**config.mk**
```make
export PLATFORM = sky130hd
export DESIGN_NAME = i2c_target_responder
export DESIGN_NICKNAME = d
export VERILOG_FILES = /design/src/rtl/i2c_resp_pkg.sv /design/src/rtl/i2c_resp_sync.sv /design/src/rtl/i2c_target_responder.sv
export SDC_FILE = /design/constraint.sdc
export NUM_CORES = 1
export LEC_CHECK = 0
export ABC_AREA = 1
export CORE_MARGIN = 4
export CORE_UTILIZATION = 50
export CTS_CLUSTER_DIAMETER = 100
export DETAILED_ROUTE_END_ITERATION = 16
export PLACE_DENSITY_LB_ADDON = 0.25
export SKIP_CTS_REPAIR_TIMING = 1
export SYNTH_ARGS = -nofsm -noshare
export SYNTH_HDL_FRONTEND = slang
export SYNTH_SLANG_ARGS = --single-unit
```
**constraint.sdc**
```tcl
create_clock -name clk_i -period 1.45 [get_ports clk_i]
set_input_delay 0.3625 -clock clk_i [delete_from_list [all_inputs] [get_ports clk_i]]
set_output_delay 0.3625 -clock clk_i [all_outputs]
set_load 0.005 [all_outputs]
```
**src/rtl/i2c_resp_pkg.sv**
```systemverilog
// Shared types and constants for the I2C target responder.
package i2c_resp_pkg;

  typedef enum logic [2:0] {
    IDLE, ADDR, ADDR_ACK, WR_DATA, WR_ACK, RD_DATA, RD_ACK, IGNORE
  } state_e;

  localparam logic ACK  = 1'b0;
  localparam logic NACK = 1'b1;

  // Bit counter value reached once a full byte has been clocked
  localparam logic [3:0] BYTE_END = 4'd8;

endpackage

```
**src/rtl/i2c_resp_sync.sv**
```systemverilog
// Synchronizes SCL/SDA into clk_i and derives SCL edges plus START/STOP conditions.
module i2c_resp_sync #(
  parameter int SYNC_STAGES = 2
) (
  input  logic clk_i,
  input  logic rst_ni,
  input  logic scl_i,
  input  logic sda_i,
  output logic sda_o,
  output logic scl_rise_o,
  output logic scl_fall_o,
  output logic start_o,
  output logic stop_o
);

  logic [SYNC_STAGES-1:0] r_scl_sync;
  logic [SYNC_STAGES-1:0] r_sda_sync;
  logic                   r_scl_q;
  logic                   r_sda_q;
  logic                   w_scl;
  logic                   w_sda;

  // Flops reset to 1 so the idle bus produces no edges coming out of reset
  always_ff @(posedge clk_i or negedge rst_ni) begin
    if (!rst_ni) begin
      r_scl_sync <= '1;
      r_sda_sync <= '1;
      r_scl_q    <= 1'b1;
      r_sda_q    <= 1'b1;
    end else begin
      r_scl_sync <= {r_scl_sync[SYNC_STAGES-2:0], scl_i};
      r_sda_sync <= {r_sda_sync[SYNC_STAGES-2:0], sda_i};
      r_scl_q    <= w_scl;
      r_sda_q    <= w_sda;
    end
  end

  assign w_scl = r_scl_sync[SYNC_STAGES-1];
  assign w_sda = r_sda_sync[SYNC_STAGES-1];

  assign sda_o      = w_sda;
  assign scl_rise_o =  w_scl & ~r_scl_q;
  assign scl_fall_o = ~w_scl &  r_scl_q;
  // SCL must be steady high across the SDA transition, so a condition never shares a cycle with an SCL edge
  assign start_o    = w_scl & r_scl_q &  r_sda_q & ~w_sda;
  assign stop_o     = w_scl & r_scl_q & ~r_sda_q &  w_sda;

endmodule

```
**src/rtl/i2c_target_responder.sv**
```systemverilog
// I2C target: acknowledges TARGET_ADDR, hands written bytes to the client and serves read bytes from it.
module i2c_target_responder
  import i2c_resp_pkg::*;
#(
  parameter logic [6:0] TARGET_ADDR = 7'h22,
  parameter int         SYNC_STAGES = 2
) (
  input  logic       clk_i,
  input  logic       rst_ni,
  input  logic       scl_i,
  input  logic       sda_i,
  output logic       sda_pull_o,
  output logic [7:0] wr_data_o,
  output logic       wr_valid_o,
  output logic       rd_req_o,
  input  logic [7:0] rd_data_i,
  output logic       start_o,
  output logic       stop_o,
  output logic       busy_o
);

  logic w_sda, w_rise, w_fall, w_start, w_stop;

  i2c_resp_sync #(.SYNC_STAGES(SYNC_STAGES)) u_sync (
    .clk_i      (clk_i),
    .rst_ni     (rst_ni),
    .scl_i      (scl_i),
    .sda_i      (sda_i),
    .sda_o      (w_sda),
    .scl_rise_o (w_rise),
    .scl_fall_o (w_fall),
    .start_o    (w_start),
    .stop_o     (w_stop)
  );

  state_e     r_state, w_state_nxt;
  logic [3:0] r_cnt, w_cnt_nxt;
  logic [7:0] r_shift, w_shift_nxt;
  logic [7:0] r_rd_shift, w_rd_shift_nxt;
  logic [7:0] r_wr_data, w_wr_data_nxt;
  logic       r_pull, w_pull_nxt;
  logic       r_rw, w_rw_nxt;
  logic       r_wr_valid, w_wr_valid_nxt;
  logic       r_busy, w_busy_nxt;
  logic       w_rd_req;

  always_ff @(posedge clk_i or negedge rst_ni) begin
    if (!rst_ni) begin
      r_state    <= IDLE;
      r_cnt      <= '0;
      r_shift    <= '0;
      r_rd_shift <= '0;
      r_wr_data  <= '0;
      r_pull     <= 1'b0;
      r_rw       <= 1'b0;
      r_wr_valid <= 1'b0;
      r_busy     <= 1'b0;
    end else begin
      r_state    <= w_state_nxt;
      r_cnt      <= w_cnt_nxt;
      r_shift    <= w_shift_nxt;
      r_rd_shift <= w_rd_shift_nxt;
      r_wr_data  <= w_wr_data_nxt;
      r_pull     <= w_pull_nxt;
      r_rw       <= w_rw_nxt;
      r_wr_valid <= w_wr_valid_nxt;
      r_busy     <= w_busy_nxt;
    end
  end

  always_comb begin
    w_state_nxt    = r_state;
    w_cnt_nxt      = r_cnt;
    w_shift_nxt    = r_shift;
    w_rd_shift_nxt = r_rd_shift;
    w_wr_data_nxt  = r_wr_data;
    w_pull_nxt     = r_pull;
    w_rw_nxt       = r_rw;
    w_wr_valid_nxt = 1'b0;
    w_busy_nxt     = r_busy;
    w_rd_req       = 1'b0;

    if (w_stop) begin
      w_state_nxt = IDLE;
      w_cnt_nxt   = '0;
      w_pull_nxt  = 1'b0;
      w_busy_nxt  = 1'b0;
    end else if (w_start) begin
      w_state_nxt = ADDR;
      w_cnt_nxt   = '0;
      w_pull_nxt  = 1'b0;
      w_busy_nxt  = 1'b1;
    end else begin
      case (r_state)
        ADDR: begin
          if (w_rise && r_cnt != BYTE_END) begin
            w_shift_nxt = {r_shift[6:0], w_sda};
            w_cnt_nxt   = r_cnt + 4'd1;
          end else if (w_fall && r_cnt == BYTE_END) begin
            w_cnt_nxt = '0;
            if (r_shift[7:1] == TARGET_ADDR) begin
              w_state_nxt = ADDR_ACK;
              w_pull_nxt  = 1'b1;
              w_rw_nxt    = r_shift[0];
            end else begin
              w_state_nxt = IGNORE;
              w_pull_nxt  = 1'b0;
            end
          end
        end
        ADDR_ACK: begin
          if (w_fall) begin
            if (r_rw) begin
              w_state_nxt    = RD_DATA;
              w_rd_req       = 1'b1;
              w_rd_shift_nxt = rd_data_i;
              w_pull_nxt     = ~rd_data_i[7];
            end else begin
              w_state_nxt = WR_DATA;
              w_pull_nxt  = 1'b0;
            end
          end
        end
        WR_DATA: begin
          if (w_rise && r_cnt != BYTE_END) begin
            w_shift_nxt = {r_shift[6:0], w_sda};
            w_cnt_nxt   = r_cnt + 4'd1;
            if (r_cnt == BYTE_END - 4'd1) begin
              w_wr_data_nxt  = {r_shift[6:0], w_sda};
              w_wr_valid_nxt = 1'b1;
            end
          end else if (w_fall && r_cnt == BYTE_END) begin
            w_state_nxt = WR_ACK;
            w_pull_nxt  = 1'b1;
            w_cnt_nxt   = '0;
          end
        end
        WR_ACK: begin
          if (w_fall) begin
            w_state_nxt = WR_DATA;
            w_pull_nxt  = 1'b0;
          end
        end
        RD_DATA: begin
          // Master samples on the rise; the next bit goes out on the following fall
          if (w_rise && r_cnt != BYTE_END) begin
            w_cnt_nxt = r_cnt + 4'd1;
          end else if (w_fall) begin
            if (r_cnt == BYTE_END) begin
              w_state_nxt = RD_ACK;
              w_pull_nxt  = 1'b0;
              w_cnt_nxt   = '0;
            end else begin
              w_rd_shift_nxt = {r_rd_shift[6:0], 1'b0};
              w_pull_nxt     = ~r_rd_shift[6];
            end
          end
        end
        RD_ACK: begin
          if (w_rise && w_sda == NACK) begin
            w_state_nxt = IGNORE;
          end else if (w_fall) begin
            w_state_nxt    = RD_DATA;
            w_rd_req       = 1'b1;
            w_rd_shift_nxt = rd_data_i;
            w_pull_nxt     = ~rd_data_i[7];
          end
        end
        default: ;
      endcase
    end
  end

  assign sda_pull_o = r_pull;
  assign wr_data_o  = r_wr_data;
  assign wr_valid_o = r_wr_valid;
  assign rd_req_o   = w_rd_req;
  assign start_o    = w_start;
  assign stop_o     = w_stop;
  assign busy_o     = r_busy;

endmodule

```
Yosys cells after proc, flatten, opt, wreduce, memory -nomap -nowiden
Cells that the tools add are included.

$add $sub $neg: 1. Eq/ne operators: 32. Mux-type cells: 62. Bitwise gates (word level): 16. Reduce and logical (&&, ||, !) cells: 15.

Operators with widths (number): $mux W7 (7); $ne A4 B4 Y1 const B (12); $mux W3 (15); $mux W1 (28); $mux W4 (7); $reduce_and A11 Y1 (2); $pmux W7 S3 (1); $pmux W3 S6 (1); $ne A5 B5 Y1 const B (3); $ne A2 B2 Y1 const B (7); $reduce_and A10 Y1 (1); $eq A3 B3 Y1 const B (3); $not A1 Y1 (9); $pmux W4 S2 (1); $reduce_and A4 Y1 (2); $reduce_bool A8 Y1 (1); $and A1 B1 Y1 (7); $eq A7 B6 Y1 const B (1); $eq A3 B2 Y1 const B (2); $pmux W1 S6 (1); $reduce_and A6 Y1 (1); $ne A5 B1 Y1 const B (1); $reduce_and A5 Y1 (1); $add A4 B1 Y4 const B (1); other kinds (9) (11).

Register bits after elaboration: 40. Input port bits: 12.

Longest topological paths before layout
Gate-level depths: netlist (run 1).

Depth in word-level cells: 8. Depth in mapped cells: 11.

Modules after synthesis
Synthesis (run 1) repeated with hierarchy kept, for this count alone.

Cell total of the unflattened synthesis: 274. Area, all modules: 2109.5 µm².

By module, submodules not included: i2c_target_responder (times used 1, cells an instance 257, area an instance 1910.6 µm²); i2c_resp_sync (times used 1, cells an instance 17, area an instance 198.9 µm²).

Least setup slack after synthesis (run 1)
Ideal clock, no wire load.

Path type: flip-flop to flip-flop. From: register r_cnt[0]. To: register r_state[1]. Setup time: 117 ps. Data arrival time: 1343 ps. Data required time: 1333 ps. Setup slack: -10 ps. Stages on the path, launching flop included: 12. Buffers on the path: 0. Path through: dfrtp_1 inv_1 ha_1 nand2_2 nor2_4 nor2_2 nand2_1 nand2_2 nor2_4 nand2_2 nand2_1 nand2_1.

Word-level cells in the longest chain between the ends: 4. Elaborated cells on any way between the ends: 11. Those cells by class: eq/ne: 8; reduce/logical: 3.

RTL lines: from (decl) (RTL line i2c_target_responder.sv:37) `logic [3:0] r_cnt, w_cnt_nxt;`; from (signal assigned) (RTL line i2c_target_responder.sv:60) `r_cnt <= w_cnt_nxt;`; $eq A4 B4 Y1 or $ne A4 B4 Y1 (tied branches); $logic_and A1 B1 Y1, on equally long branches; $ne A4 B4 Y1 (no line); $reduce_and A11 Y1 (no line) *; to (signal assigned) (RTL line i2c_target_responder.sv:59) `r_state <= w_state_nxt;`; to (decl) (RTL line i2c_target_responder.sv:36) `state_e r_state, w_state_nxt;`.

Mark *: on every way between the ends. The rest lies on a longest branch, timed or not. A chain may end at the register's enable or synchronous reset.

Worst setup path after layout (run 1)
From: register u_sync.r_scl_q. To: output start_o.

Word-level cells in the longest chain between the ends: 3.

RTL lines: from (decl) (RTL line i2c_resp_sync.sv:18) `logic r_scl_q;`; from (signal assigned) (RTL line i2c_resp_sync.sv:33) `r_scl_q <= w_scl;`; $and A1 B1 Y1 (3 in series) (RTL line i2c_resp_sync.sv:45) `assign start_o = w_scl & r_scl_q & r_sda_q & ~w_sda;`; to (decl) (RTL line i2c_target_responder.sv:17) `output logic start_o,`.

Every way passes these cells.

==> key figures, run 1 <==
Synth
  • Synth area leader: dfrtp_1
  • Post-synthesis sequential area ratio: a little under half
  • Compound-Gate Fraction of Synth Area: 11.94%
  • Top cells by area, synth: dfrtp_1 (39%), nand2_1 (13%), dfstp_2 (7.3%), o21ai_2 (4.8%), inv_1 (4.5%)
  • Post-synth top cells: nand2_1 (75), dfrtp_1 (34), inv_1 (26)
  • Adder-Cell Fraction of Synth Area: approximately 1.2%
  • Mean Syn Cell Area: roughly 8 um^2
  • Top-count cell post-synth: nand2_1
  • Ys async rst share: 100.0%
  • Post-synthesis simple-gate area fraction: between 30% and 40%
  • Ys Warns: 0
  • Most used DFF post-synth: dfrtp_1
  • Largest family of logic cells by synthesized area: simple AND/OR/NAND/NOR gates
  • Post-Synth XOR/XNOR Area: less than 1%
  • Mapped Nets: 278
  • Cell variety after synth: 27
  • Top cell type's share of synthesized area: roughly two fifths
  • Syn Inst Count: 264
  • Post-synthesis mux area share: 0%
  • Synth Cell Area: around 2200 um^2
  • Number of synthesized register bits: 40
  • EDFF count, synth: 0

Critical path
  • Critical Path AT: ~1.4 ns
  • CP startpoint kind: flop
  • Max FO, Critical Path: 3
  • Worst setup path startpoint: u_sync.r_scl_q
  • Delay-heaviest family, CP: flip-flops
  • FF-to-FF setup slack: -0.26 ns
  • Worst EP required: 1.09 ns
  • Slowest cell on the critical path: dfstp_2
  • Worst Path Buf+Inv: 4
  • Worst R2R Start: u_sync.r_scl_q
  • Slowest Stage Delay on Critical Path: between 0.5 and 0.6 ns
  • CP Cell Sequence: buf_4 > nand2_1 > inv_1 > nand2_2 > inv_2 > clkbuf_2
  • Critical path class: reg2out
  • Critical path endpoint category: output pin

Global routing
  • GRT Util Overall: approximately a fifth
  • Largest net degree at the start of global routing: 28
  • Initial antenna violation count: 0
  • Vias in the first global route: approximately 1700
  • Grt ovf: 0
  • First-pass GRT wire length: roughly 8 mm

Placement
  • Area after DPL: 2713 um^2
  • DP HPWL: 3.583 mm
  • Port buffer count: 25
  • Placer Congestion: between 0.9 and 1

Flow run
  • Max_cap viols: 0

Drt
  • Antenna-violating nets left: 0
  • Post-Route WL: between 5 and 6 mm
  • DR vias: a little under 2000
  • Initial DRC count: ~140
  • DRT Pass-1 Iters: 4
  • DRC violations left: 0
  • Post-DR vias/cell: just over 5
  • Routed WL per cell: around 13 um

Floorplan
  • Chip height: 73.87 um
  • Die width: 73.87 um
  • Die area: ~5500 um^2
  • Starting Density: ~53%
  • FP Rows: 23
  • # IOs: 26
  • Core area: between 4000 and 5000 um^2

Layout
  • Design Area, Final: ~3000 um^2
  • Nets@finish: ~350
  • Diode count: 0
  • Synth-to-layout area growth: 40.54%
  • Share of cells above drive strength 1: approximately 38%

STA
  • Setup WS post-layout: -0.2835 ns
  • Period minus WS final: about 1.7 ns
  • Setup_tns: -4.630 ns
  • Worst Skew: roughly 0.0069 ns
  • Worst slew pin tran: approximately 0.37 ns
  • # setup viols final: 35
  • Max-slew violations: 0
  • RSZ-0062 raised after global routing: true
  • Final Cycle Share: 119.6%
  • Hold Violations, Final: 0
  • Max_slew headroom: approximately three quarters
  • Fmax: 576.9 MHz

Clock network
  • H-tree levels: 2
  • CTS clock-pin slew for the worst setup and hold paths: about 0.080 ns
  • Clock sinks: 40
  • Skew-Pair Late Insertion Delay: ~0.30 ns
  • CTS tree: built
  • Root Buffer: clkbuf_8
  • Number of buffers created by CTS: 5
  • Max Root-Sink Buffers: 2

Power and ir drop
  • Maximum vdd drop: roughly 860 uV
  • Leakage: roughly 1.7 nW
  • PD cells: about 1600 nW/um^2

Worst hold path
  • Hold_sp: u_sync.r_sda_sync[0]
  • Hold Crit Class: reg2reg

Outcome
  • Failing checks: setup timing
  • Outcome: finished, violations left
[cells in the final DEF, fill, tap and decap left out, types with 3 or more instances in the layout]
| cell type | n |
|---|---|
| buf_6 | 4 |
| nor2_1 | 14 |
| nand2_4 | 8 |
| dlymetal6s2s_1 | 11 |
| o21ai_0 | 9 |
| clkbuf_8 | 6 |
| dfstp_2 | 6 |
| inv_1 | 23 |
| a21oi_1 | 4 |
| inv_4 | 4 |
| nand4_1 | 5 |
| nand2_1 | 65 |
| clkdlybuf4s50_1 | 10 |
| nand2_2 | 18 |
| inv_2 | 5 |
| dfrtp_1 | 34 |
| nor2_4 | 8 |
| nand3_1 | 10 |
| o21ai_1 | 13 |
| buf_4 | 32 |
| buf_12 | 4 |
| o21ai_2 | 13 |
| nor2_2 | 3 |
[flip-flops by register name (all words and copies together), names as in the netlist]
| name | flops |
|---|---|
| r_cnt | 4 |
| sda_pull_o | 1 |
| u_sync.r_sda_q | 1 |
| r_state | 3 |
| r_rw | 1 |
| wr_data_o | 8 |
| u_sync.r_sda_sync | 2 |
| wr_valid_o | 1 |
| busy_o | 1 |
| r_rd_shift | 7 |
| u_sync.r_scl_q | 1 |
| u_sync.r_scl_sync | 2 |
| r_shift | 8 |
[per-stage QoR]
step	setup WS [ns]	hold slack [ns]	std cells	util [%]	total power, mW
final	-0.2835	0.3575	382	74.62	4.733
after global routing	-0.3592	0.3674	382	74.62	5.088
after CTS	-0.5380	-0.02498	373	68.77	4.473
after detailed placement	-0.2021	0.2972	365	66.38	3.673
after global placement	-0.1774	0.2944	365	66.38	3.620
after floorplan	-0.006911	0.06691	264	-	3.051
[where the power goes]
group | internal (mW) | switching (mW) | total [mW]
sequential | 1.39 | 0.146 | 1.54
clock | 0.385 | 0.408 | 0.793
combinational | 0.968 | 1.43 | 2.40
total | 2.75 | 1.99 | 4.73
[worst reg2reg max path: stages, from the launching register on]
cell and delay [ns]:
dfstp_2 0.56, buf_4 0.14, nand2_1 0.06, inv_1 0.08, nand2_2 0.07, buf_6 0.13, nand4_1 0.13, nand2_2 0.10
nor2_4 0.16, nand2_2 0.09, nand2_1 0.06, nand2_1 0.04
[final timing paths]
kind,endpoint,cells after the start
min reg2reg,u_sync.r_sda_sync[1],0
min,u_sync.r_sda_sync[1],0
max in group asynchronous,u_sync.r_scl_sync[0],3
max,start_o,6
max reg2reg,r_state[1],11
min in group asynchronous,wr_data_o[1],2
[cell type report]
class	count	area [um^2]
Inverter	34	146.4
Sequential cell	40	1008
Clock buffer	6	82.58
Fill cell	300	1037
Multi-Input combinational cell	184	1101
Clock inverter	2	15.01
Timing Repair Buffer	66	633.1
Tap cell	50	62.56
[per-layer routing]
| layer | vias to the layer above | routed length [um] | part of all wire [%] | global-route usage, % |
|---|---|---|---|---|
| li1 | 965 | - | - | - |
| met1 | 904 | 2313 | 45 | 26.11 |
| met5 | - | 0 | 0 | 0 |
| met3 | 10 | 238 | 4.6 | 4.651 |
| met4 | 0 | 77 | 1.5 | 6.640 |
| met2 | 52 | 2517 | 49 | 29.72 |
[logic make-up after synthesis]
group,Yosys count
simple gates,139
compound gates,41
buf+inv,40
flops,40
xor+xnor,2
fa+ha+maj,2
No activity file was read; power rests on OpenSTA's default activity.
==> run 2: changes to the inputs <==
- GPL_TIMING_DRIVEN: not set -> 0
==> key figures, run 2 (synthesized netlist as in run 1, its figures left out) <==
Drt
  • DRT Pass-1 Iters: 4 (unchanged)
  • Initial DRC count: 108 (-21%)
  • DR vias: 1844 (-4.5%)
  • Antenna-violating nets left: 0 (unchanged)
  • Post-DR vias/cell: 5.052 (about the same)
  • Post-Route WL: 4.736 mm (-8.0%)
  • Routed WL per cell: 12.98 um (-3.7%)
  • DRC violations left: 0 (unchanged)

Outcome
  • Outcome: finished, violations left
  • Failing checks: setup timing

Layout
  • Commonest cells after routing, fill and taps aside: nand2_1 (69), dfrtp_1 (33), inv_1 (20)
  • Cell Count, Final, Fillers Out: 365 (-4.5%)
  • Fill cell count: 317 (+5.7%)
  • Final Util: 71.28% (-3.3 points)
  • Most common cell after layout, fill and taps aside: nand2_1
  • Diode count: 0 (unchanged)
  • Share of cells above drive strength 1: 35.56% (-2.4 points)
  • Synth-to-layout area growth: 34.26%
  • Nets@finish: 328 (-4.9%)

Global routing
  • Grt ovf: 0 (unchanged)
  • Initial antenna violation count: 0 (unchanged)
  • GRT Util Overall: 17.46% (-1.7 points)
  • First-pass GRT wire length: 7.341 mm (-7.1%)
  • Largest net degree at the start of global routing: 41 (+46%)
  • Vias in the first global route: 1636 (-6.2%)

Worst hold path
  • Hold Crit Class: in2async

Placement
  • DP HPWL: 3.119 mm (-13%)
  • Placer Congestion: 0.9293 (+1.5%)
  • Dpl ws: -0.2938 ns (-0.09165 ns)
  • Port buffer count: 25 (unchanged)
  • Placed Cells: 339 (-7.1%)

Power and ir drop
  • Leakage: 1.635 nW (-3.4%)
  • PnR Total Power: 4.878 mW (+3.1%)
  • Maximum vdd drop: 915.4 uV (+6.7%)
  • PD cells: 1675 nW/um^2 (+7.9%)

Floorplan
  • Starting Density: 53.09% (unchanged)
  • Core area: 4086 um^2 (unchanged)
  • Die area: 5457 um^2 (unchanged)
  • Die width: 73.87 um (unchanged)
  • Chip height: 73.87 um (unchanged)
  • FP Rows: 23 (unchanged)
  • # IOs: 26 (unchanged)

STA
  • Setup WS post-layout: -0.2223 ns (+0.06125 ns)
  • Max_slew headroom: 41.65% (-34 points)
  • Max-slew violations: 0 (unchanged)
  • Period minus WS final: 1.672 ns (-0.06125 ns)
  • RSZ-0062 raised after global routing: true
  • Hold Violations, Final: 0 (unchanged)
  • Fmax: 598.0 MHz (+3.7%)
  • Worst slew pin tran: 0.8753 ns (+0.5097 ns)
  • Worst Skew: 0.006078 ns (-0.0007985 ns)
  • # setup viols final: 36 (+2.9%)
  • Final Cycle Share: 115.3% (-4.2 points)

Critical path
  • CP Cell Sequence: inv_2 > ha_4 > nand2_4 > nor2_4 > buf_6 > nor2_4 > nor2_4 > nor2_4 > buf_4 > nand3_1 > o21ai_1
  • CP startpoint kind: flop
  • Slowest cell on the critical path: dfrtp_1
  • Delay-heaviest family, CP: simple AND/OR/NAND/NOR gates
  • Max FO, Critical Path: 5 (+2)
  • Worst Path Buf+Inv: 3 (-1)
  • Critical path class: reg2reg
  • Critical path endpoint category: flop
  • Most frequent CP cell: nor2_4
  • Critical Path AT: 1.86 ns (+0.49 ns)
  • Worst EP required: 1.63 ns (+0.54 ns)
  • Slowest Stage Delay on Critical Path: 0.43 ns (-0.13 ns)

Clock network
  • H-tree levels: 2 (unchanged)
  • Max Root-Sink Buffers: 2 (unchanged)
  • CTS clock-pin slew for the worst setup and hold paths: 0.09 ns (about the same)
  • Number of buffers created by CTS: 5 (unchanged)
  • Skew-Pair Late Insertion Delay: 0.30 ns (about the same)
  • Clock sinks: 40 (unchanged)
  • CTS tree: built
  • Root Buffer: clkbuf_8

Flow run
  • Max_cap viols: 0 (unchanged)
-- run 2: cell types whose count changed in the layout (fill, tap and decap cells not counted), sizes merged --
cell         delta
clkinv          +2
clkinvlp        -2
dlygate4sd3     -1
buf            -17
bufinv          +1
-- run 2: per-stage QoR --
stage	TNS (ns)	hold slack, ns	area, um^2
after detailed placement	-4.476	0.3491	2477
after global routing	-8.644	0.2447	2913
after global placement	-40.15	0.3461	2482
after floorplan	-0.01569	0.06691	2170
final	-5.280	0.1764	2913
after CTS	-7.282	0.2065	2594
-- run 2: where the power goes --
group | leakage [nW] | internal, mW | switching (mW)
sequential | 0.512 | 1.39 | 0.150
clock | 0.0583 | 0.519 | 0.422
combinational | 1.06 | 0.996 | 1.40
-- run 2: path summary, 6_finish.rpt --
path | depth (start not counted) | to | startpoint | slack [ns]
max in group asynchronous | 1 | r_state[1] | rst_ni | 0.68
min in group clk_i | 0 | u_sync.r_scl_sync[1] | u_sync.r_scl_sync[0] | 0.36
min | 1 | r_state[0] | rst_ni | 0.18
max | 11 | r_rd_shift[0] | r_cnt[0] | -0.22
min reg2reg | 0 | u_sync.r_scl_sync[1] | u_sync.r_scl_sync[0] | 0.36
max reg2reg | 11 | r_rd_shift[0] | r_cnt[0] | -0.22
-- run 2: cell type report --
cell class / instances / area (um^2) / share of cell area (%)
multi-input cells: 184 / 1086 / 37.29
flip-flops and latches: 40 / 1010 / 34.67
repair buffers: 43 / 440.4 / 15.12
inverters: 34 / 136.4 / 4.682
clock buffers: 5 / 68.82 / 2.363
well taps: 50 / 62.56 / 2.148
plain buffers: 6 / 61.31 / 2.105
clock inverters: 3 / 47.55 / 1.632
-- run 2: worst register-to-register path: cells and delay by family, from the launching register on --
kind	cells	cell delay (ns)
fa+ha+maj	1	0.13
simple gates	6	0.57
flops	1	0.43
buf+inv	3	0.37
compound gates	1	0.06
-- run 2: per-layer routing --
layer	part of all wire (%)	routed length (um)	vias up	track usage, %
met3	5.2	245	2	4.788
li1	-	-	932	-
met2	50	2358	45	28.25
met4	0.49	23	0	5.030
met5	0	0	-	0
met1	45	2108	865	22.85
